===== src/rtl/mux_nto1_rr_reg.sv =====
// Registered N:1 channel multiplexer with per-channel valid/ready handshake.
// Direct-select or round-robin arbitration feeding a one-entry output register.
module mux_nto1_rr_reg #(
    parameter int unsigned N    = 8,
    parameter int unsigned W    = 8,
    parameter int unsigned SELW = $clog2(N)
) (
    input  logic            clk,
    input  logic            rst_n,
    input  logic            mode,
    input  logic [SELW-1:0] sel,
    input  logic [N*W-1:0]  in_data,
    input  logic [N-1:0]    in_valid,
    output logic [N-1:0]    in_ready,
    output logic [W-1:0]    out_data,
    output logic [SELW-1:0] out_chan,
    output logic            out_valid,
    input  logic            out_ready
);

    logic [W-1:0]    out_data_q, out_data_d;
    logic [SELW-1:0] out_chan_q, out_chan_d;
    logic            out_valid_q, out_valid_d;
    logic [SELW-1:0] rr_ptr_q, rr_ptr_d;

    logic [N-1:0]    grant;
    logic [SELW-1:0] gnt_idx;
    logic            gnt_any;
    logic            load_en;
    logic            xfer;
    logic [W-1:0]    chan_data [N];

    for (genvar i = 0; i < N; i++) begin : g_unpack
        assign chan_data[i] = in_data[i*W +: W];
    end

    always_comb begin
        int unsigned idx;
        logic [SELW-1:0] idx_s;
        grant   = '0;
        gnt_idx = '0;
        gnt_any = 1'b0;
        idx     = 0;
        idx_s   = '0;
        if (!mode) begin
            // Out-of-range select issues no grant rather than aliasing a channel.
            if (32'(sel) < N) begin
                if (in_valid[sel]) begin
                    grant[sel] = 1'b1;
                    gnt_idx    = sel;
                    gnt_any    = 1'b1;
                end
            end
        end else begin
            // Search starts just after the last granted channel, wrapping modulo N.
            for (int unsigned k = 1; k <= N; k++) begin
                idx   = (32'(rr_ptr_q) + k) % N;
                idx_s = SELW'(idx);
                if (!gnt_any && in_valid[idx_s]) begin
                    grant[idx_s] = 1'b1;
                    gnt_idx      = idx_s;
                    gnt_any      = 1'b1;
                end
            end
        end
    end

    // Ready is withheld while reset is asserted so nothing is consumed then.
    assign load_en  = rst_n & (~out_valid_q | out_ready);
    assign in_ready = grant & {N{load_en}};
    assign xfer     = gnt_any & load_en;

    always_comb begin
        out_data_d  = out_data_q;
        out_chan_d  = out_chan_q;
        out_valid_d = out_valid_q;
        rr_ptr_d    = rr_ptr_q;
        if (xfer) begin
            out_data_d  = chan_data[gnt_idx];
            out_chan_d  = gnt_idx;
            out_valid_d = 1'b1;
            rr_ptr_d    = gnt_idx;
        end else if (out_ready) begin
            out_valid_d = 1'b0;
        end
    end

    always_ff @(posedge clk or negedge rst_n) begin
        if (!rst_n) begin
            out_data_q  <= '0;
            out_chan_q  <= '0;
            out_valid_q <= 1'b0;
            rr_ptr_q    <= SELW'(N - 1);
        end else begin
            out_data_q  <= out_data_d;
            out_chan_q  <= out_chan_d;
            out_valid_q <= out_valid_d;
            rr_ptr_q    <= rr_ptr_d;
        end
    end

    assign out_data  = out_data_q;
    assign out_chan  = out_chan_q;
    assign out_valid = out_valid_q;

endmodule


===== config.mk =====
export PLATFORM = sky130hd
export DESIGN_NAME = mux_nto1_rr_reg
export DESIGN_NICKNAME = d
export VERILOG_FILES = /design/src/rtl/mux_nto1_rr_reg.sv
export SDC_FILE = /design/constraint.sdc
export NUM_CORES = 1
export LEC_CHECK = 0
export ABC_AREA = 1
export CORE_ASPECT_RATIO = 0.8
export CORE_MARGIN = 3
export CORE_UTILIZATION = 44
export DETAILED_ROUTE_END_ITERATION = 16
export PLACE_DENSITY = 0.85
export SLEW_MARGIN = 20
export SYNTH_ARGS = -nofsm -noshare
export SYNTH_HDL_FRONTEND = slang
export SYNTH_SLANG_ARGS = --single-unit

===== constraint.sdc =====
create_clock -name clk -period 3.65 [get_ports clk]
set_input_delay 0.5475 -clock clk [delete_from_list [all_inputs] [get_ports clk]]
set_output_delay 0.5475 -clock clk [all_outputs]
set_load 0.05 [all_outputs]

==> flow_results.org, run 1 <==
** Setup path
- Startpoint of the worst-slack reg-to-reg timing path :: rr_ptr_q[1]
- Crit path kind :: flop to output port
- For the worst setup path, the data required time is 3.10 ns.
- Crit path DAT :: 2.98 ns
- Crit Reg-Reg Endpoint :: out_data[2]
- Highest net fanout along the worst path :: 8
- The setup check on the worst reg-to-reg path leaves a slack of 0.36 ns.
- Category of the worst setup path capture point :: output port
- Type of origin of the critical path :: flop
- Worst Reg2Reg Path Length in Cells :: 20

** Finish
- The filler cells instantiated in the layout total around 510.
- Nets :: around 700
- Compared with the post-synthesis result, the final layout area differs by 52.7%.
- Non-Filler Instances :: 687
- 0 antenna diodes ended up in the layout.
- Final cell utilization of the core :: 0.710
- Of the cells placed in the final design, the portion with a size suffix greater than 1 is 0.195.
- The finished cells cover 4280 µm².

** Die
- Full die area :: 7380 µm²
- Measured along the y axis, the die boundary spans 77.4 µm.
- Row generation in the floorplan step produced 25 rows.
- Die boundary width :: 95.3 µm
- Initial Util :: 0.465
- The region available for standard cell placement spans between 6000 and 7000 µm².
- Ports placed on the boundary :: approximately 100

** Power
- Power spread over the standard cell area amounts to 1020 nW/µm².
- Static leakage :: 1.88 nW
- Peak ir drop on the vdd network :: 0.632 mV

** Clocking
- The longest clock path from root to sink contains 2 buffers.
- CTS tree :: yes
- After clock tree synthesis, the flow added hold-fix buffers numbering 0.
- Number of sinks on the clock net :: 15
- The root buffer cell chosen for the clock tree is sky130_fd_sc_hd__clkbuf_8.
- Number of buffers created by CTS :: 3
- At the later pin of the worst-skew pair, clock insertion delay measures approximately 0.25 ns.
- CTS clk-pin slew, worst paths :: 0.06 ns
- CTS built an H-tree with a depth of 1.

** Synthesis
- Yosys printed 0 warnings.
- Sequential area share after synthesis :: 0.135
- Register bit total from synthesis :: 15
- The cell area that synthesis handed to floorplanning was 2810 µm².
- Synthesized instance count :: 498
- Syn Nets :: 583
- Netlist cell types :: 43
- Avg Cell Area, Syn :: 5.63 µm²
- In the synthesized netlist the dominant register cell turns out to be sky130_fd_sc_hd__dfrtp_1.
- Yosys mapped a number of flops with a built-in enable equal to 0.
- Counting flops with an async set or reset pin after synthesis yields a share of 1.00.

** Hold path
- Worst Min Path Start :: out_chan[1]
- Along the worst hold path, the cell count comes to 2.
- The worst hold path belongs to the class flop to flop.
- For hold timing, the worst endpoint is out_chan[1].

** Run status
- Outcome :: complete, no violations

** Global route
- The via count of the first global-routing pass came to 3711.
- Global Route Usage Sum :: 0.297
- Antenna violations before repair :: 0
- Largest net degree at the start of global routing :: 34
- Sum of overflow across all layers after global routing :: 0
- The first global-routing pass estimated 17.7 mm of wire.

** Drt
- Remaining DRCs :: 0
- The final route contains between 3000 and 4000 vias.
- 1st-iter DRT viols :: roughly 320
- Post-Route WL :: 11.1 mm
- The first TritonRoute pass finished after 5 iterations.
- Once detail routing completed, the nets flagged for antenna violations numbered 0.
- Dividing the detail-routed wire length by the instance count gives 16.2 µm.
- Vias per cell :: approximately 5.7

** STA
- Setup repair after global routing could not meet its margin everywhere.
- For the pin with the worst max-slew slack, the measured transition is ~0.57 ns.
- Headroom to the max-slew limit came out at 0.622.
- The final-report max-slew violation count is 0.
- Clock tree skew after final layout :: 0.000917 ns
- The smallest clock period supported by the final layout is computed as 3.53 ns.
- Fmax :: roughly 280 MHz
- Final number of setup-violating endpoints :: 0
- The number of hold violations in the final report came to 0.
- Of the available clock period, the critical path in the final layout requires 0.967.
- Hold_ws :: 0.475 ns

** Run
- Max-cap violations in this run came to 0.

** Placement
- Detailed placement finished with a half-perimeter wire length of ~8.7 mm.
- During placement, the flow inserted port buffers numbering 98.
- RePlAce Congestion :: 1.01
- Post-detailed-placement cell area :: 4050 µm²
- Number of placed instances, taps included :: 679
-- how the worst max path moves through the flow --
stage                startpoint           to  slack, ns
floorplan           rr_ptr_q[0]  in_ready[4]      -0.19
global placement    in_valid[4]  in_ready[6]       0.17
detailed placement  in_valid[2]  in_ready[6]       0.15
CTS                 rr_ptr_q[0]  in_ready[4]      0.004
global route        rr_ptr_q[1]  in_ready[4]      -0.04
finish              rr_ptr_q[1]  in_ready[4]       0.12
-- cells in the mapped netlist (2+ instances only) --
library cell                instances  area share
sky130_fd_sc_hd__ha_1               6       0.027
sky130_fd_sc_hd__o2111ai_1          4       0.012
sky130_fd_sc_hd__buf_6              7       0.028
sky130_fd_sc_hd__buf_2              7       0.012
sky130_fd_sc_hd__a211oi_1           3      0.0080
sky130_fd_sc_hd__inv_1             21       0.028
sky130_fd_sc_hd__nand3_2            9       0.032
sky130_fd_sc_hd__nor2_2             2      0.0045
sky130_fd_sc_hd__nand2_4            2      0.0080
sky130_fd_sc_hd__a21oi_1           20       0.036
sky130_fd_sc_hd__nand2_1          159        0.21
sky130_fd_sc_hd__a31oi_1            3      0.0067
sky130_fd_sc_hd__o22ai_1            2      0.0045
sky130_fd_sc_hd__dfrtp_1           12        0.11
sky130_fd_sc_hd__nor2_1            28       0.037
sky130_fd_sc_hd__nor3_1            20       0.036
sky130_fd_sc_hd__o21ai_1            3      0.0054
sky130_fd_sc_hd__dfstp_2            3       0.028
sky130_fd_sc_hd__clkbuf_1           9       0.012
sky130_fd_sc_hd__nor2_4             2      0.0080
sky130_fd_sc_hd__nand3_1          112        0.20
sky130_fd_sc_hd__inv_2             12       0.016
sky130_fd_sc_hd__o21ai_0           22       0.039
sky130_fd_sc_hd__nand2_2           11       0.025
-- critical path, cell delays in order, from the launching register on --
cell and delay, ns:
sky130_fd_sc_hd__dfstp_2 0.57, sky130_fd_sc_hd__inv_2 0.06, sky130_fd_sc_hd__ha_4 0.15, sky130_fd_sc_hd__or2_1 0.25, sky130_fd_sc_hd__nand2_4 0.11, sky130_fd_sc_hd__inv_2 0.10
sky130_fd_sc_hd__nand2_1 0.12, sky130_fd_sc_hd__nand2_4 0.08, sky130_fd_sc_hd__nand3_2 0.09, sky130_fd_sc_hd__nor2_2 0.05, sky130_fd_sc_hd__nand2_1 0.09, sky130_fd_sc_hd__inv_2 0.09
sky130_fd_sc_hd__a21oi_1 0.13, sky130_fd_sc_hd__o21ai_1 0.07, sky130_fd_sc_hd__a2111oi_1 0.38, sky130_fd_sc_hd__buf_4 0.18, sky130_fd_sc_hd__nor3_2 0.03, sky130_fd_sc_hd__buf_6 0.17
-- layer usage --
layer,wire (µm),share of wire,vias up,track usage
li1,-,-,1909,-
met2,5030,0.45,220,0.442
met5,0,0,-,0
met4,236,0.021,0,0.0807
met1,4700,0.42,1787,0.428
met3,1150,0.10,25,0.0649
-- what timing repair did --
action,4_1_cts,5_1_grt
cloned,0,0
pin swaps,0,8
endpoints found under the setup margin,3,12
setup buffers,0,4
resized for setup,2,39
-- flip-flops by register name, indices dropped and copies added (netlist names) --
register   cells
out_chan       3
out_valid      1
rr_ptr_q       3
out_data       8
-- final cells by class --
class                           instances  area (µm²)  area share
Inverter                               35         139      0.0324
Clock inverter                          1        5.00     0.00117
Tap cell                               81         101      0.0237
Sequential cell                        15         379      0.0885
Clock buffer                            3        41.3     0.00964
Multi-Input combinational cell        424        2330       0.545
Timing Repair Buffer                  128        1280       0.300
-- cell families after synthesis --
family | Yosys count | synth area share
flops | 15 | 0.135
fa+ha+maj | 6 | 0.0268
buf+inv | 59 | 0.103
simple gates | 349 | 0.579
compound gates | 69 | 0.157
-- layout by cell type (no fill, tap or decap), types with 2 or more instances in the layout --
cell type	synthesis	final
sky130_fd_sc_hd__a211oi_1	3	2
sky130_fd_sc_hd__a21oi_1	20	16
sky130_fd_sc_hd__a21oi_2	0	2
sky130_fd_sc_hd__a21oi_4	1	3
sky130_fd_sc_hd__a31oi_1	3	3
sky130_fd_sc_hd__buf_12	0	6
sky130_fd_sc_hd__buf_4	1	28
sky130_fd_sc_hd__buf_6	7	2
sky130_fd_sc_hd__buf_8	0	2
sky130_fd_sc_hd__clkbuf_8	0	3
sky130_fd_sc_hd__clkdlybuf4s50_1	0	90
sky130_fd_sc_hd__dfrtp_1	12	12
sky130_fd_sc_hd__dfstp_2	3	3
sky130_fd_sc_hd__ha_1	6	3
sky130_fd_sc_hd__ha_4	0	3
sky130_fd_sc_hd__inv_1	21	17
sky130_fd_sc_hd__inv_2	12	14
sky130_fd_sc_hd__inv_4	0	3
sky130_fd_sc_hd__nand2_1	159	157
sky130_fd_sc_hd__nand2_2	11	10
sky130_fd_sc_hd__nand2_4	2	5
sky130_fd_sc_hd__nand3_1	112	105
sky130_fd_sc_hd__nand3_2	9	14
sky130_fd_sc_hd__nand3_4	0	2
sky130_fd_sc_hd__nor2_1	28	25
sky130_fd_sc_hd__nor2_2	2	2
sky130_fd_sc_hd__nor2_4	2	5
sky130_fd_sc_hd__nor3_1	20	18
sky130_fd_sc_hd__nor3_2	1	2
sky130_fd_sc_hd__o2111ai_1	4	4
sky130_fd_sc_hd__o21ai_0	22	19
sky130_fd_sc_hd__o21ai_1	3	6
sky130_fd_sc_hd__o22ai_1	2	2
-- per-stage QoR --
| stage | power [mW] | setup WS (ns) | TNS, ns |
|---|---|---|---|
| 5_1_grt | 4.77 | -0.0383 | -0.0672 |
| 3_5_place_dp | 3.87 | 0.147 | 0 |
| 3_3_place_gp | 3.84 | 0.167 | 0 |
| 6_report | 4.38 | 0.121 | 0 |
| 2_1_floorplan | 2.94 | -0.186 | -0.186 |
| 4_1_cts | 4.03 | 0.00406 | 0 |
-- power by group --
part	total, mW	switching (mW)	leakage [nW]	internal (mW)
logic	3.95	2.60	1.67	1.34
clock network	0.132	0.0566	0.0255	0.0756
registers	0.303	0.0514	0.181	0.252
No activity file was read; power rests on OpenSTA's default activity.
==> inputs of run 2 (changes only) <==
ABC_CLOCK_PERIOD_IN_PS = 3650   (was default)
MAX_ROUTING_LAYER = met4   (was default)
SETUP_SLACK_MARGIN = 0.2   (was default)
==> run 2 against run 1 <==
Die area unchanged. Via count up 6.7%. Sequential share of layout area down 0.51 points. Non-clock buffer count up 6. Global-route usage up 0.86 points. Critical endpoint is now in_ready[6]. Highest routed layer unchanged.
==> flow_results.org, run 2 (synthesis results as in run 1) <==
** Run status
- The flow ran to the end, and the final reports show no timing, DRC or antenna violations.

** Drt
- For this block, the initial DRC count from the detailed router was 505.
- In this run the remaining antenna-violating nets after routing total 0.
- For this block, the via count after detailed routing is approximately 4200.
- Using the TritonRoute via totals, the vias-per-cell ratio works out to 6.05.
- Routed wire per std cell :: 17.5 µm
- For this run, design rule violations remaining after detail routing come to 0.
- First-pass DRT Iterations :: 6
- Post-Route WL :: 12.1 mm

** Die
- Full die area :: 7380 µm²
- Core footprint :: 6040 µm²
- Initial Util :: 0.465
- Number of cell rows :: 25
- Measured along the y axis, the die boundary spans 77.4 µm.
- The die is 95.3 µm wide.
- 99 I/O pins were placed.

** Clocking
- Number of H-tree branching levels :: 1
- The number of hold buffers added after CTS was 0.
- Number of buffers created by CTS :: 3
- Number of sinks on the clock net :: 15
- Buffer depth of the longest clock path :: 2
- Clock-pin slew was measured on the worst setup and hold paths at 0.07 ns.
- TritonCTS built the clock tree.
- Insertion delay of the later-clocked pin in the worst-skew pair :: 0.25 ns
- Root cell of the clock tree :: sky130_fd_sc_hd__clkbuf_8

** Placement
- Post-detailed-placement cell area :: 4040 µm²
- At the placement stage, the worst setup path has a slack of 0.138 ns.
- After legalization and detailed placement, the total HPWL measured 8.74 mm.
- Once placement completed, the tool counted placed cells totaling 670.
- Buffers placed on the I/O ports in this run total 98.
- The congestion estimate from routability-driven global placement came to 1.00.

** STA
- Setup repair after global routing missed its margin :: yes
- The number of hold violations in the final report is 0.
- Across all setup checks in the final design, the least slack found is 0.118 ns.
- Fmax :: 283 MHz
- In this run the tightest slew margin relative to its limit is 0.579.
- Setup violations remaining at the end of the flow were counted as 0.
- On the final layout, the worst clock skew is 0.00320 ns.
- Actual slew at the worst max-slew pin :: 0.630 ns
- The worst path in the final design needs a cycle of around 3.5 ns, including I/O delays and setup.
- Final Slew Violations :: 0
- Setup total negative slack on the finished layout was measured at 0 ns.
- Dividing the final minimum period by the clock period gives 0.968.

** Finish
- Count of filler cells inserted in the layout :: 447
- The repair_antennas step left the layout with diodes totalling 0.
- Summing all non-filler instances in the final layout gives an area of about 4500 µm².
- Reg area :: about 380 µm²
- The library cell used most frequently in the layout, excluding fill and tap cells, is sky130_fd_sc_hd__nand2_1.
- Largest register FFs :: 8
- Nets :: 700
- The library cells used most frequently in the layout, excluding fill and tap cells, are 152 x sky130_fd_sc_hd__nand2_1, 102 x sky130_fd_sc_hd__nand3_1, 90 x sky130_fd_sc_hd__clkdlybuf4s50_1.
- The multi-input combinational cells in the finished layout cover a total of 2520 µm².
- Of the cells placed in the final design, the portion with a size suffix greater than 1 is 0.230.
- Area added between synthesis and finish :: 62.1%
- Non-Filler Instances :: 695

** Setup path
- In this run the worst path has a maximum fanout of 10.
- The signal on the critical path passes through inv_4 > ha_4 > nand3_2 > nand2_2 > nand2_1 > nand2_4 > buf_6 > nand4_4 > nor2_4 > nand2_2 > clkinv_4 > nand2_1 > o2111ai_1 > o21ai_2 > a21oi_4 > buf_12.
- Category of the worst setup path capture point :: output port
- Type of origin of the critical path :: flop
- Worst Reg2Reg Path Length in Cells :: 20
- By startpoint and endpoint, the worst setup path is classified as flop to output port.
- The endpoint identified for the worst register-to-register timing path is out_data[7].
- CP peak stage delay :: 0.59 ns
- Crit path DAT :: 2.98 ns
- Required time worst endpoint :: 3.10 ns
- Slowest cell on the critical path :: sky130_fd_sc_hd__dfstp_2
- Startpoint of the worst-slack reg-to-reg timing path :: rr_ptr_q[1]
- In this run the register-to-register setup slack is ~0.34 ns.

** Power
- Total power divided by cell area :: 1090 nW/µm²
- For this design the static power due to leakage is 1.94 nW.
- Pwr Total :: around 4.9 mW
- Across the VDD grid, the largest voltage drop is 0.905 mV.

** Global route
- The via count of the first global-routing pass came to around 3600.
- Global routing finished with a remaining overflow of 0.
- Largest net degree at the start of global routing :: 34
- Antenna violations before repair :: 0
- Global-route wire length before repair :: 17.7 mm
- For this run, the total global-route usage over all layers was measured as 0.305.

** Hold path
- Hold path cells :: 2
- The path with the worst hold slack has its endpoint at out_data[7].
- Worst Min Path Start :: out_data[7]
- The path class of the tightest hold or removal check is flop to flop.

** Run
- Across the run, the number of max-cap violations was 0.
## run 2: changes by cell type in the layout (fill, tap and decap cells not counted), moves of 3 or more
cell / delta
sky130_fd_sc_hd__nand2_2: +5
sky130_fd_sc_hd__o21ai_0: -3
sky130_fd_sc_hd__nand3_1: -3
sky130_fd_sc_hd__nand3_2: -3
sky130_fd_sc_hd__nand3_4: +8
sky130_fd_sc_hd__buf_6: +4
sky130_fd_sc_hd__nand2_1: -5
## run 2: metrics by stage
stage,utilization,hold WS (ns)
final,0.753,0.483
after global routing,0.753,0.508
after CTS,0.700,0.487
after detailed placement,0.669,0.470
after global placement,0.669,0.462
after floorplan,-,0.252
## run 2: critical path: cells and delay by family (launching register included)
| family | cells | cell delay (ns) |
|---|---|---|
| AOI/OAI and AO/OA | 3 | 0.40 |
| and+or+nand+nor | 8 | 0.89 |
| adders and majority gates | 1 | 0.38 |
| DFF | 1 | 0.59 |
| buffers and inverters | 4 | 0.46 |
## run 2: how the worst max path moves through the flow
stage	from	endpoint	cells past startpoint
3_5_place_dp	in_valid[2]	in_ready[4]	13
3_3_place_gp	in_valid[0]	in_ready[3]	17
4_1_cts	rr_ptr_q[1]	in_ready[3]	19
2_1_floorplan	rr_ptr_q[0]	in_ready[4]	18
5_1_grt	rr_ptr_q[1]	in_ready[5]	17
6_report	rr_ptr_q[1]	in_ready[6]	16
## run 2: layout make-up
class | instances | area share
well taps | 81 | 0.0223
clock buffers | 3 | 0.00908
flip-flops and latches | 15 | 0.0834
inverters | 35 | 0.0327
clock inverters | 1 | 0.00110
repair buffers | 134 | 0.298
multi-input cells | 426 | 0.554
## run 2: where the power goes
| part | total (mW) | internal (mW) | switching, mW |
|---|---|---|---|
| clock | 0.139 | 0.0756 | 0.0629 |
| sequential | 0.309 | 0.252 | 0.0573 |
| combinational | 4.50 | 1.60 | 2.89 |
## run 2: layer usage
layer | vias up | part of all wire | track usage
met2 | 304 | 0.46 | 0.451
met1 | 1921 | 0.42 | 0.452
met5 | - | 0 | -
li1 | 1942 | - | -
met3 | 38 | 0.11 | 0.0349
met4 | 0 | 0.022 | 0.0504
## run 2: repair_timing
| item | 4_1_cts | 5_1_grt |
|---|---|---|
| pin swaps | 6 | 16 |
| setup buffers | 8 | 11 |
| setup endpoints to repair | 8 | 16 |
| cloned | 0 | 2 |
| resized for setup | 20 | 46 |
==> inputs of run 3 (changes only) <==
CTS_BUF_LIST = sky130_fd_sc_hd__clkbuf_16   (was default)
==> run 3 against run 2 <==
Worst setup slack better by 0.0067 ns. Flip-flop and latch count stayed put. Via count is 1.0% higher. Utilization is 1.1 points higher. Cell area is 1.4% higher. Fmax is 0.19% higher. Cell count is 0.29% higher. Sequential power hardly changed. Largest cell class unchanged.
==> flow_results.org, run 3 (synthesis results as in run 1) <==
** Global route
- The via count of the first global-routing pass came to 3601.
- Largest net degree at the start of global routing :: 34
- In the global route stage, met3 resource usage came out at 0.0339.
- For this run, the total global-route usage over all layers was measured as 0.303.
- Summed over all layers, the global routing overflow is 0.
- The initial antenna violation count came to 0.
- The layer flagged by global routing as most heavily used is met2.
- For met2 alone, demand over resource in global routing was 0.453.
- The first global-routing pass estimated 17.7 mm of wire.
- GR Layer Usage met1 :: 0.450

** Setup path
- Along the worst path, the maximum fanout reaches 6.
- Among all stages on the critical path, the largest delay is contributed by sky130_fd_sc_hd__dfstp_2.
- The worst register-to-register path begins at rr_ptr_q[0].
- For this run, the slowest stage of the critical path takes around 0.6 ns.
- Data on the critical path arrives at its endpoint at around 3 ns.
- Walking the worst path, the cells encountered are inv_2 > ha_4 > nand3_4 > nand3_4 > nand2_4 > nor2_4 > nand4_4 > nor2_4 > nand3_4 > o21ai_4 > a2111oi_4 > nor3_4 > buf_12.
- STA classifies the critical path startpoint as a flop.
- Library cell appearing most often on the critical path :: sky130_fd_sc_hd__nand3_4
- Count of buffering cells on the critical path with inverters included :: 2
- STA puts the critical path data required time at 3.10 ns.
- The most critical setup path has its startpoint at rr_ptr_q[0].
- Category of the worst setup path capture point :: output port
- Crit path kind :: flop to output port
- Cell type group with the largest total delay on the critical path :: simple AND/OR/NAND/NOR gates

** Drt
- In the final routed layout, each cell accounts on average for 17.5 µm.
- Vias :: 4248
- After detailed routing, the total wire length is 12.2 mm.
- 1st-iter DRT viols :: 476
- Vias per cell :: 6.09
- The first detailed-routing pass ran for 5 iterations.
- Post-detailed-route count of antenna-violating nets :: 0
- Remaining DRCs :: 0

** Die
- Full die area :: between 7000 and 8000 µm²
- Die height :: 77.4 µm
- The die is 95.3 µm wide.
- Initial Util :: 0.465
- In this run the standard cell core region covers approximately 6000 µm².
- Ports placed on the boundary :: around 100
- The floorplan has 25 rows.

** Clocking
- Number of buffers created by CTS :: 3
- CTS placed an instance of sky130_fd_sc_hd__clkbuf_16 at the clock tree root.
- In this run, post-CTS hold repair placed 0 buffers.
- CTS tree :: yes
- Number of H-tree branching levels :: 1
- Insertion delay of the later-clocked pin in the worst-skew pair :: 0.25 ns
- Clock tree synthesis found a total of 15 sinks.
- Buffer depth of the longest clock path :: 2
- Clock-pin slew was measured on the worst setup and hold paths at around 0.050 ns.

** Power
- Int Pwr :: 2.04 mW
- Of the total power, the share spent switching nets is 0.598.
- Sequential cell fraction of total power :: 0.061
- Of the total power, combinational logic draws 0.896.
- Across the VDD grid, the largest voltage drop is 0.938 mV.
- Static leakage :: ~2.0 nW
- Total power divided by cell area :: approximately 1100 nW/µm²
- For this design the total switching power over the nets is between 3 and 4 mW.
- Of the total power, the clock network draws 0.042.

** STA
- For this run, the top clock speed supported by timing is between 200 and 300 MHz.
- Across all setup checks in the final design, the least slack found is approximately 0.12 ns.
- Dividing the final minimum period by the clock period gives 0.966.
- Clock tree skew after final layout :: 0.00274 ns
- Hold timing on the final database bottoms out at a slack of 0.478 ns.
- Final Slew Violations :: 0
- Setup violations remaining at the end of the flow were counted as 0.
- Setup repair after global routing could not meet its margin everywhere.
- The number of hold violations in the final report is 0.
- Subtracting the final worst setup slack from the clock period gives 3.53 ns.
- In this run the tightest slew margin relative to its limit is 0.593.
- Adding up every negative setup slack in the final design gives 0 ns.
- For the pin with the worst max-slew slack, the measured transition is approximately 0.6 ns.

** Placement
- RePlAce Congestion :: 1.00
- Half-perimeter wire length of the detailed placement result :: around 8.7 mm
- Place WS :: approximately 0.14 ns
- Number of I/O port buffers :: slightly below 100
- Post-detailed-placement cell area :: about 4000 µm²

** Hold path
- Tightest Hold Check Type :: flop to flop
- In this run the most critical hold path is launched from out_data[7].

** Finish
- Leaving out fill and tap cells, the most frequent cell in the layout is sky130_fd_sc_hd__nand2_1.
- The repair_antennas step left the layout with diodes totalling 0.
- Area added between synthesis and finish :: 64.5%
- Most frequent cells in the layout :: 151 x sky130_fd_sc_hd__nand2_1, 101 x sky130_fd_sc_hd__nand3_1, 90 x sky130_fd_sc_hd__clkdlybuf4s50_1
- Layout cells sized above 1 :: 0.239
- Once layout is complete, the utilization of the core stands at 0.764.
- Largest register FFs :: 8
- The finished cells cover 4610 µm².
- The net count of the finished layout is 702.

** Run
- Max-capacitance violation count :: 0

** Run status
- The flow ran to the end, and the final reports show no timing, DRC or antenna violations.
-- run 3: area by class of cell --
class / instances / area [µm²]
Tap cell: 81 / 101
Fill cell: 418 / 1420
Timing Repair Buffer: 137 / 1380
Clock buffer: 3 / 75.1
Multi-Input combinational cell: 425 / 2520
Inverter: 35 / 149
Clock inverter: 1 / 5.00
Sequential cell: 15 / 379
-- run 3: final timing paths --
path	end	slack, ns	depth (start not counted)
hold / removal	out_data[7]	0.48	2
min in group asynchronous	out_data[7]	0.61	2
max in group asynchronous	rr_ptr_q[1]	2.79	2
setup reg to reg	out_data[7]	0.31	19
hold reg to reg	out_data[7]	0.48	2
setup / recovery	in_ready[4]	0.12	13
-- run 3: power by group through the flow --
stage / Sequential [mW] / Clock, mW / Combinational, mW
2_1_floorplan: 0.510 / 0 / 2.52
3_3_place_gp: 0.322 / 0 / 3.54
3_5_place_dp: 0.325 / 0 / 3.56
4_1_cts: 0.307 / 0.218 / 3.80
5_1_grt: 0.319 / 0.226 / 4.88
6_report: 0.311 / 0.214 / 4.54
-- run 3: per-stage QoR --
step | total power [mW] | cells
finish | 5.07 | 697
global route | 5.42 | 697
CTS | 4.32 | 682
detailed placement | 3.89 | 670
global placement | 3.86 | 670
floorplan | 3.03 | 498
-- run 3: what timing repair did --
item | in CTS | in global routing
buffers inserted | 8 | 14
cloned | 0 | 1
pin swaps | 6 | 21
resized for setup | 18 | 56
endpoints found under the setup margin | 8 | 16
-- run 3: worst min-delay path, stage by stage, from the launching register on --
cell and delay (ns):
sky130_fd_sc_hd__dfrtp_1 0.33, sky130_fd_sc_hd__nand2_1 0.06, sky130_fd_sc_hd__nand2_1 0.06
-- run 3: layer usage --
metal,vias up,routed length (µm)
li1,1942,-
met1,1966,5090
met2,290,5560
met3,50,1240
met4,0,301
met5,-,0
